**src/rtl/unglom_splitter.sv**
```systemverilog
`default_nettype none
// +----------------------------------------------------------------------------+
// | Module      : unglom_splitter                                              |
// | Description : Unpacks one WORD_W-bit word into WORD_W/FIELD_W fields,      |
// |               MSB-first by default, LSB-first with UNGLOM_LSB_FIRST_EN.    |
// | Revision    : 1.0 - initial release                                        |
// +----------------------------------------------------------------------------+
module unglom_splitter #(
    parameter int WORD_W  = 32,
    parameter int FIELD_W = 4
) (
    input  logic                                 clk,
    input  logic                                 reset,
    input  logic                                 in_valid,
    output logic                                 in_ready,
    input  logic [WORD_W-1:0]                    in_data,
    output logic                                 out_valid,
    input  logic                                 out_ready,
    output logic [FIELD_W-1:0]                   out_data,
    output logic                                 out_last,
    output logic [$clog2(WORD_W/FIELD_W)-1:0]    out_index,
    output logic                                 busy
);

    localparam int c_NFIELDS = WORD_W / FIELD_W;
    localparam int c_IDX_W   = $clog2(c_NFIELDS);
    localparam logic [c_IDX_W-1:0] c_LAST_IDX = c_IDX_W'(c_NFIELDS - 1);

    localparam logic [0:0] S_IDLE = 1'b0;
    localparam logic [0:0] S_EMIT = 1'b1;

    logic [0:0]         r_state;
    logic [WORD_W-1:0]  r_held;
    logic [c_IDX_W-1:0] r_index;
    logic [FIELD_W-1:0] r_out_data;
    logic               r_out_last;

    logic               w_out_beat;
    logic               w_final_beat;
    logic               w_accept;
    logic [c_IDX_W-1:0] w_next_index;

    function automatic logic [FIELD_W-1:0] f_field(input logic [WORD_W-1:0] word,
                                                   input logic [c_IDX_W-1:0] idx);
`ifdef UNGLOM_LSB_FIRST_EN
        return word[int'(idx)*FIELD_W +: FIELD_W];
`else
        return word[WORD_W-1-int'(idx)*FIELD_W -: FIELD_W];
`endif
    endfunction

    assign w_out_beat   = (r_state == S_EMIT) && out_ready;
    assign w_final_beat = w_out_beat && (r_index == c_LAST_IDX);
    assign w_next_index = r_index + c_IDX_W'(1);

    // A new word may enter on the same edge the previous word's last field leaves.
    assign in_ready = reset && ((r_state == S_IDLE) || w_final_beat);
    assign w_accept = in_valid && in_ready;

    always_ff @(posedge clk) begin
        if (!reset) begin
            r_state    <= S_IDLE;
            r_held     <= '0;
            r_index    <= '0;
            r_out_data <= '0;
            r_out_last <= 1'b0;
        end else if (w_accept) begin
            r_state    <= S_EMIT;
            r_held     <= in_data;
            r_index    <= '0;
            r_out_data <= f_field(in_data, '0);
            r_out_last <= 1'b0;
        end else if (w_final_beat) begin
            r_state    <= S_IDLE;
            r_index    <= '0;
            r_out_data <= '0;
            r_out_last <= 1'b0;
        end else if (w_out_beat) begin
            r_index    <= w_next_index;
            r_out_data <= f_field(r_held, w_next_index);
            r_out_last <= (w_next_index == c_LAST_IDX);
        end
    end

    assign out_valid = (r_state == S_EMIT);
    assign busy      = (r_state == S_EMIT);
    assign out_index = r_index;
    assign out_data  = r_out_data;
    assign out_last  = r_out_last;

endmodule
`default_nettype wire

```
**config.mk**
```make
export PLATFORM = sky130hd
export DESIGN_NAME = unglom_splitter
export DESIGN_NICKNAME = d
export VERILOG_FILES = /design/src/rtl/unglom_splitter.sv
export SDC_FILE = /design/constraint.sdc
export NUM_CORES = 1
export LEC_CHECK = 0
export BUFFER_PORTS_ARGS = -buffer_cell sky130_fd_sc_hd__buf_4
export CORE_UTILIZATION = 31
export CTS_CLUSTER_SIZE = 10
export DETAILED_ROUTE_END_ITERATION = 7
export GPL_TIMING_DRIVEN = 0
export SLEW_MARGIN = 15
export SYNTH_ARGS = -nofsm -noshare
export SYNTH_HDL_FRONTEND = slang
export SYNTH_SLANG_ARGS = --single-unit
```
**constraint.sdc**
```tcl
create_clock -name clk -period 2.4 [get_ports clk]
set_clock_uncertainty 0.05 [all_clocks]
set_input_delay 0.36 -clock clk [delete_from_list [all_inputs] [get_ports clk]]
set_output_delay 0.36 -clock clk [all_outputs]
set_load 0.03 [all_outputs]
```
[After elaboration in Yosys (flattened, before gate mapping)]
Index checks and enable logic that the tools add are counted.
Operators by class
  multipliers: 0
  divide/modulo/power cells: 0
  equal/unequal tests: 2
  reductions and logical operators: 8
  $add $sub $neg: 2
  bitwise logic cells: 2
  mux-type cells: 5
  order comparisons: 0
  shift operators: 1
Operators by type and width (count)
  indexed part select 35 x 6 -> 4 bit: 1
  two-way mux 4 bit: 3
  == test 3 bit, second input constant: 2
  subtractor 5 x 5 -> 6 bit, first input constant: 1
  logical AND 1 bit: 4
  adder 3 x 1 -> 3 bit, second input constant: 1
  nonzero test 3 bit: 1
  OR reduction 3 bit: 1
  two-way mux 1 bit: 2
  NOT 1 bit: 2
  nonzero test 2 bit: 1
  logical OR 1 bit: 1
Storage, ports and cells
  memories kept: 0
  register bits after elaboration: 41
  latch bits: 0
  memory bits (read-only): 0
  bits of input ports: 36
  memory bits (writable): 0

[Logic depth before layout (Yosys ltp)]
  depth in word-level cells: 6
  depth in mapped cells: 8
  depth with buffers taken out: 6

[Least setup slack after synthesis]
OpenSTA, ideal clock, no wires.
  path type: reg2reg
  start: register r_index[0], in the netlist out_index[0]
  end: register r_out_data[0], in the netlist out_data[0]
  cell stages (with the launch flop): 8
  slack: 74 ps
  clock period less this slack: 2326 ps
  library setup time: 117 ps
  arrival time: 2159 ps
  path through: dfxtp_1 -> buf_6 -> inv_1 -> ha_1 -> buf_6 -> mux4_2 -> mux2_2 -> a22o_1
On the way
  longest elaborated chain between the ends: 6
Ends and longest elaborated chain
  from (decl): RTL line 34  | logic [c_IDX_W-1:0] r_index;
  from (signal assigned): RTL line 79  | r_index <= w_next_index;
  adder 3 x 1 -> 3 bit: RTL line 54  | assign w_next_index = r_index + c_IDX_W'(1);
  via w_next_index[0]: RTL line 41  | logic [c_IDX_W-1:0] w_next_index;
  subtractor 5 x 5 -> 6 bit: RTL line 48  | return word[WORD_W-1-int'(idx)*FIELD_W -: FIELD_W];
  indexed part select 35 x 6 -> 4 bit: RTL line 48
  two-way mux 4 bit: RTL line 78  | end else if (w_out_beat) begin
  two-way mux 4 bit: RTL line 73  | end else if (w_final_beat) begin
  two-way mux 4 bit: RTL line 67  | end else if (w_accept) begin
  to (signal assigned): RTL line 71  | r_out_data <= f_field(in_data, '0);
  to (signal assigned): RTL line 80  | r_out_data <= f_field(r_held, w_next_index);
  to (decl): RTL line 35  | logic [FIELD_W-1:0] r_out_data;
The timed path passes the listed nets, and every way through them passes these cells. The select of a mux whose other input is x is not followed.
A chain may end at the register's enable or synchronous reset.

[Final worst setup path]
Ends and elaborated chain as after synthesis.

==> impl_metrics.toml <==
[run_status]
outcome = "finished, final reports clean"

[timing]
rsz0062_at_grt = "false"
worst_slack_ps = 129
relSlewSlack_pct = 58.1
min_period_ps = 2270
finalHoldViolations = 0
timing.final.max_slew_violations = 0
tightest_slew_ps = 626
max_freq_mhz = 440
fin_crit_sh_pct = 94.6
fin_tns_setup_ps = 0
setup-violations-final = 0

[placement]
dpl-instance-area_mm2 = 0.00220
gp_congestion = 0.780
dp_slack_ps = 112
dp_cells = 308
hpwl_um = 3170
portBuffers = 46

[final_layout]
postLayoutCellArea_mm2 = 0.00229
fin_cells = 316
antenna_cells = 0
final_layout_size_suffix_gt1_share_pct = 28.7
syn_to_final_growth_pct = 29.4
fillerInstances = 563
layout.nets = 282

[pwr]
ir_drop_mv = 0.292
power_w = 0.00139
swShare_pct = 25.2
p_clk_share_pct = 30.9
seqPwrFrac_pct = 53.6
power_density_mw_per_mm2 = 607
internal_power_w = 0.00104
p_sw_w = 0.000349
p_leak_nw = 0.932
p_comb_share_pct = 15.5

[synthesis]
synth-edff-count = 0
synthTopCellsByArea = "dfxtp_1 46%, nand2_1 12%, mux4_2 8.9%"
syn_area_mm2 = 0.00177
ys.flop_type = "dfxtp_1"
synthMuxAreaShare_pct = 15.2
synth_top_area_share_pct = 46.4
yosysSeqAreaShare_pct = 46.4
synth_top_family_by_area = "simple AND/OR/NAND/NOR gates"
ys_types = 22
yosys.area_share.simple_pct = 16.7
synth_nets = 229
synth_compound_area_share_pct = 14.7
synth_fa_ha_area_share_pct = 2.12
synth_warnings = 0
post-synth-top-count-cell = "nand2_1"
syn_area_per_cell_um2 = 9.31
synth-xor-area-share_pct = 0
yosysTopAreaCell = "dfxtp_1"
ys_ff_latch = 41
synth_cells = 190
synth-async-reset-ratio_pct = 0
synth_commonest_cells = "58 x nand2_1, 41 x dfxtp_1, 29 x o21ai_0"

[clocking]
clkTransAtPathRegs_ps = 80
cts_sinks = 41
clock_tree.buffer_depth = 2
numCtsBuffers = 5
cts.htree.levels = 2
cts_tree = "built"
cts_hold_buf = 0
clk_latency_ps = 290
cts_root_buf = "clkbuf_8"

[detailed_routing]
firstDrtPassIters = 5
routed_wl_um = 4420
vias_per_cell = 4.70
final_antenna_net_count = 0
post_drt_wl_per_cell_um = 14.0
detail_route.iter0.violations = 131
vias = 1485
drc_errors = 0

[critical_path]
critPathBufInv = 3
start_kind = "register"
cp_slowest_cell = "mux4_2"
crit_end = "out_data[0]$_SDFFE_PN0P_"
arrival_ps = 2410
end_kind = "register"
worstPathCellList = "buf_6 -> inv_1 -> ha_1 -> buf_6 -> mux4_2 -> mux2_2 -> a22o_1"
cp_max_fo = 10
r2r_cells = 7
required_ps = 2530
r2r-start = "out_index[0]$_SDFFE_PP0P_"
cp_num_cells = 7
slowest_delay_ps = 510
cp_top_family = "multiplexers"
path_class = "reg -> reg"
r2r_slack_ps = 130
worstReg2RegEnd = "out_data[0]$_SDFFE_PN0P_"
startpoint = "out_index[0]$_SDFFE_PP0P_"
crit_top_cell = "buf_6"

[floorplanning]
row_count = 27
die-height_um = 77.5
fp.dieW_um = 77.5
core_area_mm2 = 0.00551
dieArea_mm2 = 0.00601
pin_count = 47
initial_utilization_pct = 32.1

[global_routing]
first_global_vias = 1460
grt_max_degree = 12
grt_use_total_pct = 15.9
grt_first_pass_wirelength_um = 7220
antenna_found_initial = 0
gr-total-overflow = 0

[worst_hold_path]
hp-class = "in -> reg"
hp-start = "in_data[7]"

[flow_run]
drv_cap = 0
worst min path at each step:
stage                              end  cells after the start
2_1_floorplan  r_held[23]$_SDFFE_PN0P_                      2
4_1_cts        r_held[20]$_SDFFE_PN0P_                      3
3_5_place_dp   r_held[25]$_SDFFE_PN0P_                      2
6_report        r_held[7]$_SDFFE_PN0P_                      3
3_3_place_gp   r_held[13]$_SDFFE_PN0P_                      2
5_1_grt        r_held[16]$_SDFFE_PN0P_                      3
sequential cells by signal, summed over array words and instances, names as in the netlist:
register and flops:
out_last 1, r_held 32, out_data 4, out_index 3, busy 1
layout by cell type, fill, tap and decap left out, types with 2 or more instances in the layout:
cell,netlist,layout
a21oi_1,3,3
a22o_1,8,8
buf_4,5,51
buf_6,2,2
clkbuf_1,6,9
clkbuf_8,0,5
dfxtp_1,41,41
ha_1,3,3
mux2_2,4,4
mux2i_1,4,4
mux4_2,7,7
nand2_1,58,58
nor2_1,4,4
nor2b_1,5,5
nor3_1,2,2
nor3b_1,2,2
o21a_1,2,2
o21ai_0,29,29
final cells by class:
| cell class | count | area, um2 | area share (%) |
|---|---|---|---|
| Sequential cell | 41 | 821 | 35.8 |
| Inverter | 1 | 3.75 | 0.164 |
| Tap cell | 72 | 90.1 | 3.93 |
| Timing Repair Buffer | 46 | 345 | 15.1 |
| Buffer | 13 | 82.6 | 3.61 |
| Clock buffer | 8 | 80.1 | 3.50 |
| Multi-Input combinational cell | 135 | 867 | 37.9 |
power groups by stage:
| stage | sequential [W] | clock [W] | combinational [W] |
|---|---|---|---|
| 4_1_cts | 0.000745 | 0.000433 | 0.000217 |
| 3_3_place_gp | 0.000759 | 0 | 0.000214 |
| 5_1_grt | 0.000751 | 0.000471 | 0.000235 |
| 6_report | 0.000745 | 0.000429 | 0.000215 |
| 3_5_place_dp | 0.000760 | 0 | 0.000216 |
| 2_1_floorplan | 0.000765 | 0 | 0.000116 |
routing by layer:
metal	global-route usage [%]	part of all wire (%)
met2	26.2	48
met3	4.59	4.7
met1	20.4	47
met4	3.96	0.91
met5	0	0
worst reg2reg max path, delay by kind of cell (launching register included):
family	cells	cell delay (ps)
AO/OA/AOI/OAI	1	230
adder cells (fa/ha/maj)	1	280
buffers and inverters	3	400
flip-flops	1	420
multiplexers	2	800
what timing repair did:
action                     in CTS  in global routing
setup endpoints to repair       0                  7
gates resized for setup         0                  1
buffers inserted                0                  0
hold endpoints to repair        0                  0
cell families (layout without fill, tap and decap cells):
family / Yosys count / after routing
and+or+nand+nor: 72 / 72
AOI/OAI and AO/OA: 44 / 44
DFF: 41 / 41
muxes: 16 / 16
buffers and inverters: 14 / 68
adders and majority gates: 3 / 3
through the flow:
stage	hold WS [ps]	utilization, %
2_1_floorplan	381	-
3_3_place_gp	394	40.0
3_5_place_dp	399	40.0
4_1_cts	208	41.5
5_1_grt	212	41.6
6_report	210	41.6
No activity file was read; power rests on OpenSTA's default activity.
